==> src/rtl/muldiv_seq.sv <==
// ---------------------------------------------------------------------------
// muldiv_seq
//
// Multi-cycle sequencer for the MUL / IMUL / DIV / IDIV family. Operands are
// latched on an accepted start, then a 32-iteration radix-2 loop runs:
// shift-add for multiplies, restoring shift-subtract for divides. The 64-bit
// EDX:EAX result, the multiply CF/OF value and the #DE fault are returned
// with a one-cycle done pulse.
//
// Optional feature macro: MULDIV_SIGNED_EN
//   defined   - IMUL/IDIV are handled with sign-magnitude pre/post processing
//   undefined - no sign logic; IMUL/IDIV are rejected with a fault in PREP
//
// Ports
//   clk        in   sole clock, rising edge
//   rst_n      in   synchronous active-low reset
//   start      in   request, sampled only in IDLE
//   op[1:0]    in   0=MUL 1=IMUL 2=DIV 3=IDIV
//   opnd_hi    in   EDX, dividend high (ignored for multiplies)
//   opnd_lo    in   EAX, multiplicand / dividend low
//   opnd_src   in   r/m operand, multiplier / divisor
//   busy       out  high in every state except IDLE
//   done       out  one-cycle pulse in DONE
//   result_lo  out  product low / quotient
//   result_hi  out  product high / remainder
//   ovf        out  multiply CF=OF, 0 for divides
//   fault      out  #DE, valid with done, 0 for multiplies
//
// state | meaning
// ------+--------------------------------------------------------------
// IDLE  | waiting for start; operands captured on accept
// PREP  | operand magnitudes, sign capture, divide range/zero check
// RUN   | one shift-add / shift-subtract iteration per cycle, 32 total
// FIX   | sign correction, IDIV overflow check, ovf evaluation
// DONE  | done pulse, registered results presented
// ---------------------------------------------------------------------------
module muldiv_seq (
    input  logic        clk,
    input  logic        rst_n,
    input  logic        start,
    input  logic [1:0]  op,
    input  logic [31:0] opnd_hi,
    input  logic [31:0] opnd_lo,
    input  logic [31:0] opnd_src,
    output logic        busy,
    output logic        done,
    output logic [31:0] result_lo,
    output logic [31:0] result_hi,
    output logic        ovf,
    output logic        fault
);

    localparam logic [4:0] ST_IDLE = 5'b00001;
    localparam logic [4:0] ST_PREP = 5'b00010;
    localparam logic [4:0] ST_RUN  = 5'b00100;
    localparam logic [4:0] ST_FIX  = 5'b01000;
    localparam logic [4:0] ST_DONE = 5'b10000;

    localparam int S_IDLE = 0;
    localparam int S_PREP = 1;
    localparam int S_RUN  = 2;
    localparam int S_FIX  = 3;
    localparam int S_DONE = 4;

    localparam logic [5:0] LAST_ITER = 6'd31;

    logic [4:0]  state_q, state_d;
    logic [1:0]  op_q, op_d;
    logic [5:0]  cnt_q, cnt_d;
    // hi_q:lo_q is the working pair: EDX:EAX while latched, then the
    // accumulator:multiplier (multiply) or remainder:quotient (divide).
    logic [31:0] hi_q, hi_d;
    logic [31:0] lo_q, lo_d;
    logic [31:0] src_q, src_d;
    logic [31:0] res_lo_q, res_lo_d;
    logic [31:0] res_hi_q, res_hi_d;
    logic        ovf_q, ovf_d;
    logic        fault_q, fault_d;
`ifdef MULDIV_SIGNED_EN
    logic        neg_quot_q, neg_quot_d;
    logic        neg_rem_q, neg_rem_d;
    logic        prep_neg_dvd;
    logic        prep_neg_src;
    logic [63:0] prod_neg;
    logic        quot_big;
`endif

    logic        is_div;
    logic        is_signed;
    logic [31:0] src_mag;
    logic [63:0] dvd_mag;
    logic        prep_fault;
    logic [32:0] mul_sum;
    logic [32:0] div_rem;
    logic        div_ge;
    logic [31:0] div_diff;
    logic [31:0] fix_lo;
    logic [31:0] fix_hi;
    logic        fix_ovf;
    logic        fix_fault;

    assign is_div    = op_q[1];
    assign is_signed = op_q[0];

    // ------------------------------------------------------------------
    // FSM: state register
    // ------------------------------------------------------------------
    always_ff @(posedge clk) begin
        if (!rst_n) begin
            state_q <= ST_IDLE;
        end else begin
            state_q <= state_d;
        end
    end

    // ------------------------------------------------------------------
    // FSM: next state
    // ------------------------------------------------------------------
    always_comb begin
        state_d = ST_IDLE;
        if (state_q[S_IDLE]) begin
            state_d = start ? ST_PREP : ST_IDLE;
        end else if (state_q[S_PREP]) begin
            state_d = prep_fault ? ST_DONE : ST_RUN;
        end else if (state_q[S_RUN]) begin
            state_d = (cnt_q == LAST_ITER) ? ST_FIX : ST_RUN;
        end else if (state_q[S_FIX]) begin
            state_d = ST_DONE;
        end else begin
            // DONE, or any non-one-hot code, returns to IDLE
            state_d = ST_IDLE;
        end
    end

    // ------------------------------------------------------------------
    // FSM: outputs (registered state and result registers only)
    // ------------------------------------------------------------------
    always_comb begin
        busy      = ~state_q[S_IDLE];
        done      = state_q[S_DONE];
        result_lo = res_lo_q;
        result_hi = res_hi_q;
        ovf       = ovf_q;
        fault     = fault_q;
    end

    // ------------------------------------------------------------------
    // PREP: magnitudes and divide range check
    // ------------------------------------------------------------------
`ifdef MULDIV_SIGNED_EN
    always_comb begin
        prep_neg_src = is_signed & src_q[31];
        prep_neg_dvd = is_signed & (is_div ? hi_q[31] : lo_q[31]);
        src_mag      = prep_neg_src ? (32'd0 - src_q) : src_q;
        if (is_div) begin
            dvd_mag = prep_neg_dvd ? (64'd0 - {hi_q, lo_q}) : {hi_q, lo_q};
        end else begin
            // multiplicand is 32-bit; the accumulator half starts cleared
            dvd_mag = {32'd0, (prep_neg_dvd ? (32'd0 - lo_q) : lo_q)};
        end
        // the quotient fits in 32 bits only if the high half of the
        // dividend is strictly below the divisor
        prep_fault = is_div & ((src_mag == 32'd0) | (dvd_mag[63:32] >= src_mag));
    end
`else
    always_comb begin
        src_mag    = src_q;
        dvd_mag    = is_div ? {hi_q, lo_q} : {32'd0, lo_q};
        // without sign support IMUL/IDIV are rejected outright
        prep_fault = is_signed
                   | (is_div & ((src_mag == 32'd0) | (dvd_mag[63:32] >= src_mag)));
    end
`endif

    // ------------------------------------------------------------------
    // RUN: one iteration
    // ------------------------------------------------------------------
    always_comb begin
        mul_sum  = {1'b0, hi_q} + (lo_q[0] ? {1'b0, src_q} : 33'd0);
        // remainder after the left shift is 33 bits wide
        div_rem  = {hi_q, lo_q[31]};
        div_ge   = (div_rem >= {1'b0, src_q});
        // when div_ge, the true difference is below the divisor, so the
        // low 32 bits of the subtraction are exact
        div_diff = div_rem[31:0] - src_q;
    end

    // ------------------------------------------------------------------
    // FIX: sign correction, IDIV overflow, ovf
    // ------------------------------------------------------------------
    always_comb begin
        fix_lo    = lo_q;
        fix_hi    = hi_q;
        fix_fault = 1'b0;
`ifdef MULDIV_SIGNED_EN
        prod_neg  = 64'd0 - {hi_q, lo_q};
        quot_big  = neg_quot_q ? (lo_q > 32'h8000_0000) : (lo_q > 32'h7FFF_FFFF);
        if (is_signed && !is_div) begin
            if (neg_quot_q) begin
                fix_hi = prod_neg[63:32];
                fix_lo = prod_neg[31:0];
            end
        end else if (is_signed && is_div) begin
            if (quot_big) begin
                fix_fault = 1'b1;
                fix_lo    = 32'd0;
                fix_hi    = 32'd0;
            end else begin
                fix_lo = neg_quot_q ? (32'd0 - lo_q) : lo_q;
                fix_hi = neg_rem_q  ? (32'd0 - hi_q) : hi_q;
            end
        end
`endif
        if (is_div) begin
            fix_ovf = 1'b0;
        end else if (is_signed) begin
            fix_ovf = (fix_hi != {32{fix_lo[31]}});
        end else begin
            fix_ovf = (fix_hi != 32'd0);
        end
    end

    // ------------------------------------------------------------------
    // Datapath next state
    // ------------------------------------------------------------------
    always_comb begin
        op_d     = op_q;
        cnt_d    = cnt_q;
        hi_d     = hi_q;
        lo_d     = lo_q;
        src_d    = src_q;
        res_lo_d = res_lo_q;
        res_hi_d = res_hi_q;
        ovf_d    = ovf_q;
        fault_d  = fault_q;
`ifdef MULDIV_SIGNED_EN
        neg_quot_d = neg_quot_q;
        neg_rem_d  = neg_rem_q;
`endif
        if (state_q[S_IDLE]) begin
            if (start) begin
                op_d  = op;
                hi_d  = opnd_hi;
                lo_d  = opnd_lo;
                src_d = opnd_src;
            end
        end
        if (state_q[S_PREP]) begin
            hi_d  = dvd_mag[63:32];
            lo_d  = dvd_mag[31:0];
            src_d = src_mag;
            cnt_d = 6'd0;
`ifdef MULDIV_SIGNED_EN
            neg_quot_d = prep_neg_dvd ^ prep_neg_src;
            neg_rem_d  = prep_neg_dvd;
`endif
            // previous results stay visible unless this op faults here
            if (prep_fault) begin
                res_lo_d = 32'd0;
                res_hi_d = 32'd0;
                ovf_d    = 1'b0;
                fault_d  = 1'b1;
            end
        end
        if (state_q[S_RUN]) begin
            if (cnt_q != LAST_ITER) begin
                cnt_d = cnt_q + 6'd1;
            end
            if (is_div) begin
                hi_d = div_ge ? div_diff : div_rem[31:0];
                lo_d = {lo_q[30:0], div_ge};
            end else begin
                hi_d = mul_sum[32:1];
                lo_d = {mul_sum[0], lo_q[31:1]};
            end
        end
        if (state_q[S_FIX]) begin
            cnt_d    = 6'd0;
            res_lo_d = fix_lo;
            res_hi_d = fix_hi;
            ovf_d    = fix_ovf;
            fault_d  = fix_fault;
        end
    end

    // ------------------------------------------------------------------
    // Datapath registers
    // ------------------------------------------------------------------
    always_ff @(posedge clk) begin
        if (!rst_n) begin
            op_q     <= 2'd0;
            cnt_q    <= 6'd0;
            hi_q     <= 32'd0;
            lo_q     <= 32'd0;
            src_q    <= 32'd0;
            res_lo_q <= 32'd0;
            res_hi_q <= 32'd0;
            ovf_q    <= 1'b0;
            fault_q  <= 1'b0;
`ifdef MULDIV_SIGNED_EN
            neg_quot_q <= 1'b0;
            neg_rem_q  <= 1'b0;
`endif
        end else begin
            op_q     <= op_d;
            cnt_q    <= cnt_d;
            hi_q     <= hi_d;
            lo_q     <= lo_d;
            src_q    <= src_d;
            res_lo_q <= res_lo_d;
            res_hi_q <= res_hi_d;
            ovf_q    <= ovf_d;
            fault_q  <= fault_d;
`ifdef MULDIV_SIGNED_EN
            neg_quot_q <= neg_quot_d;
            neg_rem_q  <= neg_rem_d;
`endif
        end
    end

endmodule

==> config.mk <==
export PLATFORM = sky130hd
export DESIGN_NAME = muldiv_seq
export DESIGN_NICKNAME = d
export VERILOG_FILES = /design/src/rtl/muldiv_seq.sv
export SDC_FILE = /design/constraint.sdc
export NUM_CORES = 1
export LEC_CHECK = 0
export CAP_MARGIN = 20
export CORE_MARGIN = 10
export CORE_UTILIZATION = 32
export CTS_BUF_LIST = sky130_fd_sc_hd__clkbuf_8
export CTS_CLUSTER_DIAMETER = 60
export CTS_CLUSTER_SIZE = 10
export DETAILED_ROUTE_END_ITERATION = 12
export PLACE_DENSITY = 0.62
export SLEW_MARGIN = 5
export SYNTH_ARGS = -nofsm -noshare
export SYNTH_HDL_FRONTEND = slang
export SYNTH_SLANG_ARGS = --single-unit
==> constraint.sdc <==
create_clock -name clk -period 4.3 [get_ports clk]
set_clock_uncertainty 0.1 [all_clocks]
set_input_delay 1.29 -clock clk [delete_from_list [all_inputs] [get_ports clk]]
set_output_delay 1.29 -clock clk [all_outputs]
set_load 0.05 [all_outputs]
==> impl_results.rst <==
.. list-table::
   :header-rows: 1

   * - Metric
     - Value
   * - Yosys warnings
     - 0
   * - Number of buffers inserted by hold repair at cts
     - 0
   * - Prevailing post-synth register cell
     - sky130_fd_sc_hd__dfxtp_1
   * - Slowest cell on the critical path
     - sky130_fd_sc_hd__dfxtp_1
   * - Fmax
     - 269 MHz
   * - Post-synthesis cell count
     - 1776
   * - Ratio of routed vias to standard cells
     - 5.60
   * - Min-Delay Startpoint
     - ovf
   * - Finished layout cell area
     - 16300 um^2
   * - Deepest level of the CTS H-tree
     - 4
   * - Clock Sinks
     - 175
   * - Placement Setup Slack
     - 0.695 ns
   * - Clock tree from TritonCTS
     - built
   * - P&R area growth vs syn
     - 21.1%
   * - Kind of critical path
     - flip-flop to flip-flop
   * - Area enclosed by the die boundary
     - 50500 um^2
   * - Net count after synthesis
     - 1976
   * - Maximum root-to-sink buffer count
     - 2
   * - Synthesized flop and latch total
     - 175
   * - Sum of overflow across all layers after global routing
     - 0
   * - Final standard cell count with taps included and fillers excluded
     - 2454
   * - Post-DR wirelength/cell
     - 21.1 um
   * - Unrepaired setup endpoints after global routing
     - false
   * - Number of antenna repair diodes
     - 0
   * - Worst setup slack after layout
     - 0.588 ns
   * - Post-route setup TNS
     - 0 ns
   * - Flop2flop setup slack
     - 0.59 ns
   * - Remaining number of nets flagged by the antenna check after routing
     - 0
   * - WP buf/inv
     - 2
   * - Hold Crit Class
     - flip-flop to flip-flop
   * - Count of final max-slew check failures
     - 0
   * - Number of fill cells in the layout
     - 4289
   * - Total Routing Usage GR
     - 19.7%
   * - Worst EP required
     - 4.59 ns
   * - Worst-Skew Late Latency
     - 0.50 ns
   * - Placer Congestion
     - 0.973
   * - Post-CTS repair timing setup buffer count
     - 0
   * - Sequence of cells on the critical path
     - and2_1, ha_1, fa_1, a211oi_1, o21ai_0, buf_4, nand3b_1, o2111ai_1, a21oi_2, o31ai_2, a311oi_1, buf_4, o21a_1, a211oi_1
   * - Share of cells above drive strength 1
     - 6.61%
   * - Max-capacitance violation count
     - 0
   * - Initial DRT Pass Iterations
     - 5
   * - Number of buffers created by CTS
     - 17
   * - Overall power of the completed layout
     - 4.66 mW
   * - Number of top-level pins
     - 169
   * - Standby leakage power
     - 6.45 nW
   * - Launch point of the critical path
     - fix_lo[0]
   * - Top library cells by usage in the layout, fill and taps aside
     - sky130_fd_sc_hd__nand2_1 (255), sky130_fd_sc_hd__dfxtp_1 (172), sky130_fd_sc_hd__clkdlybuf4s50_1 (167)
   * - # DRC
     - 0
   * - Maximum vdd drop
     - 0.161 mV
   * - Half-perimeter wire length after placement
     - 39100 um
   * - Share of the yosys chip area belonging to registers
     - 26.1%
   * - Final hold violations
     - 0
   * - Most common library cell in the layout ignoring fill and taps
     - sky130_fd_sc_hd__nand2_1
   * - Number of setup violations in the final report
     - 0
   * - Post-cts resize count
     - 0
   * - Cell area after technology mapping
     - 13400 um^2
   * - Number of global-route vias before repair
     - 13300
   * - Critical path destination
     - fix_hi[31]
   * - Iteration-0 DRC count of the detailed router
     - 1204
   * - Total number of cells along the worst setup path
     - 14
   * - First-pass GRT wire length
     - 78100 um
   * - Number of placed cells counting well taps
     - 2422
   * - Antenna violations before repair
     - 0
   * - Outcome
     - complete, no violations
   * - Critical path startpoint category
     - flip-flop
   * - Cell at the root of the clock tree
     - sky130_fd_sc_hd__clkbuf_8
   * - Share of synthesized registers carrying an async set or reset
     - 0%
   * - Post-Place Cell Area
     - 15800 um^2
   * - Number of synthesized flops with an enable pin
     - 0
   * - Net count reported at finish
     - 2109
   * - Floorplan die height
     - 225 um
   * - Die extent in x
     - 225 um
   * - Worst reg-to-reg path cell count
     - 14
   * - Clock-pin transition on the worst setup and hold timing paths
     - 0.11 ns
   * - Reg2Reg Launch Point
     - fix_lo[0]
   * - Avg Inst Size Synth
     - 7.56 um^2
   * - Endpoint of the most critical register-to-register path
     - fix_hi[31]
   * - CP top delay family
     - compound AO/OA/AOI/OAI gates
   * - Placement row count
     - 74
   * - Routed wire length
     - 51700 um
   * - Power Density
     - 287 nW/um^2
   * - Minimum clock period
     - 3.71 ns
   * - Final Cycle Share
     - 86.3%
   * - Worst-margin pin slew
     - 0.810 ns
   * - Worst setup EP type
     - flip-flop
   * - Library cells used by synthesis
     - 76
   * - DR vias
     - 13700
   * - Maximum number of pins on one net before global-route repair
     - 75
   * - Placeable core region
     - 41100 um^2
   * - Crit Path Max Fanout
     - 17
   * - Maximum cell stage delay along the critical path
     - 0.49 ns
   * - Worst slew slack as a fraction of its limit
     - 46.0%
   * - Critical Path AT
     - 4.00 ns
   * - Count of input and output buffers
     - 168
   * - Initial standard-cell utilization of the core
     - 32.7%
==> synth_stat cells (all sizes together), types with 6 or more instances <==
master  number  share of area, %
ha          97               9.0
a21o        31               1.7
o221ai       8              0.52
a31oi       24               1.2
a221oi       6              0.44
nand2b       8              0.37
and3        45               2.1
o21bai       6              0.34
nor3        26              0.97
o21ai       75               2.8
dfxtp      175                26
clkbuf      91               2.6
o211ai      25               1.4
nor2        63               1.8
nand4       32               1.5
and2       126               5.9
a21boi      36               2.0
o31ai        7              0.53
nor4        24               1.1
buf         31               1.2
a211oi      81               4.6
o21a        72               4.0
xor2        28               1.8
inv        114               3.2
nand3       57               2.1
mux2i       37               2.8
nand2      255               7.1
a21oi       80               3.0
a221o       20               1.5
xnor2       26               1.7
==> how the worst min path moves through the flow <==
stage,end,slack (ns),cells after the start
floorplan,src_mag[10],0.36,2
global placement,ovf,0.38,1
detailed placement,ovf,0.38,1
CTS,ovf,0.41,1
global route,src_mag[24],0.45,2
finish,ovf,0.41,1
==> metrics by stage <==
step | hold slack [ns] | utilization [%]
global route | 0.448 | 39.5
finish | 0.409 | 39.5
detailed placement | 0.385 | 38.5
global placement | 0.384 | 38.5
floorplan | 0.365 | -
CTS | 0.410 | 39.5
==> kinds of logic (layout without fill, tap and decap cells) <==
| logic type | after synthesis | in the layout | share of synthesized area (%) |
|---|---|---|---|
| compound gates | 514 | 514 | 27.0 |
| xor+xnor | 54 | 54 | 3.52 |
| fa+ha+maj | 99 | 99 | 9.34 |
| buf+inv | 238 | 384 | 7.02 |
| flops | 175 | 175 | 26.1 |
| mux | 37 | 37 | 2.76 |
| simple gates | 659 | 659 | 24.3 |
==> registers in the layout, summed over array words and instances (netlist names) <==
name       count
fault          1
src_mag       32
fix_lo        32
state_q        5
result_hi     32
cnt_q          6
op_q           2
result_lo     32
fix_hi        32
ovf            1
==> layout make-up <==
class	count	area, um^2	share of cell area, %
multi-input cells	1363	9010	55.4
flip-flops and latches	175	3510	21.6
repair buffers	236	2230	13.7
well taps	532	666	4.09
inverters	116	435	2.68
clock buffers	18	248	1.52
clock inverters	14	166	1.02
==> worst register-to-register path: stages (launching register included) <==
cell and delay [ns]:
sky130_fd_sc_hd__dfxtp_1 0.49, sky130_fd_sc_hd__and2_1 0.25, sky130_fd_sc_hd__ha_1 0.21, sky130_fd_sc_hd__fa_1 0.41
sky130_fd_sc_hd__a211oi_1 0.30, sky130_fd_sc_hd__o21ai_0 0.16, sky130_fd_sc_hd__buf_4 0.17, sky130_fd_sc_hd__nand3b_1 0.08
sky130_fd_sc_hd__o2111ai_1 0.33, sky130_fd_sc_hd__a21oi_2 0.37, sky130_fd_sc_hd__o31ai_2 0.12, sky130_fd_sc_hd__a311oi_1 0.31
sky130_fd_sc_hd__buf_4 0.15, sky130_fd_sc_hd__o21a_1 0.12, sky130_fd_sc_hd__a211oi_1 0.04
==> layer usage <==
| layer | global-route usage, % | wire [um] | vias to the layer above |
|---|---|---|---|
| met1 | 25.4 | 22600 | 6512 |
| li1 | - | - | 6623 |
| met5 | 0 | 0 | - |
| met2 | 32.0 | 23900 | 511 |
| met4 | 8.31 | 1920 | 0 |
| met3 | 3.06 | 3260 | 100 |
==> where the power goes <==
group | total (mW) | leakage, nW | switching, mW | internal (mW)
Sequential | 1.80 | 1.43 | 0.115 | 1.68
Clock | 1.24 | 0.203 | 0.742 | 0.503
Combinational | 1.62 | 4.82 | 0.978 | 0.641
Note: power is estimated with default switching activity, not from simulation.
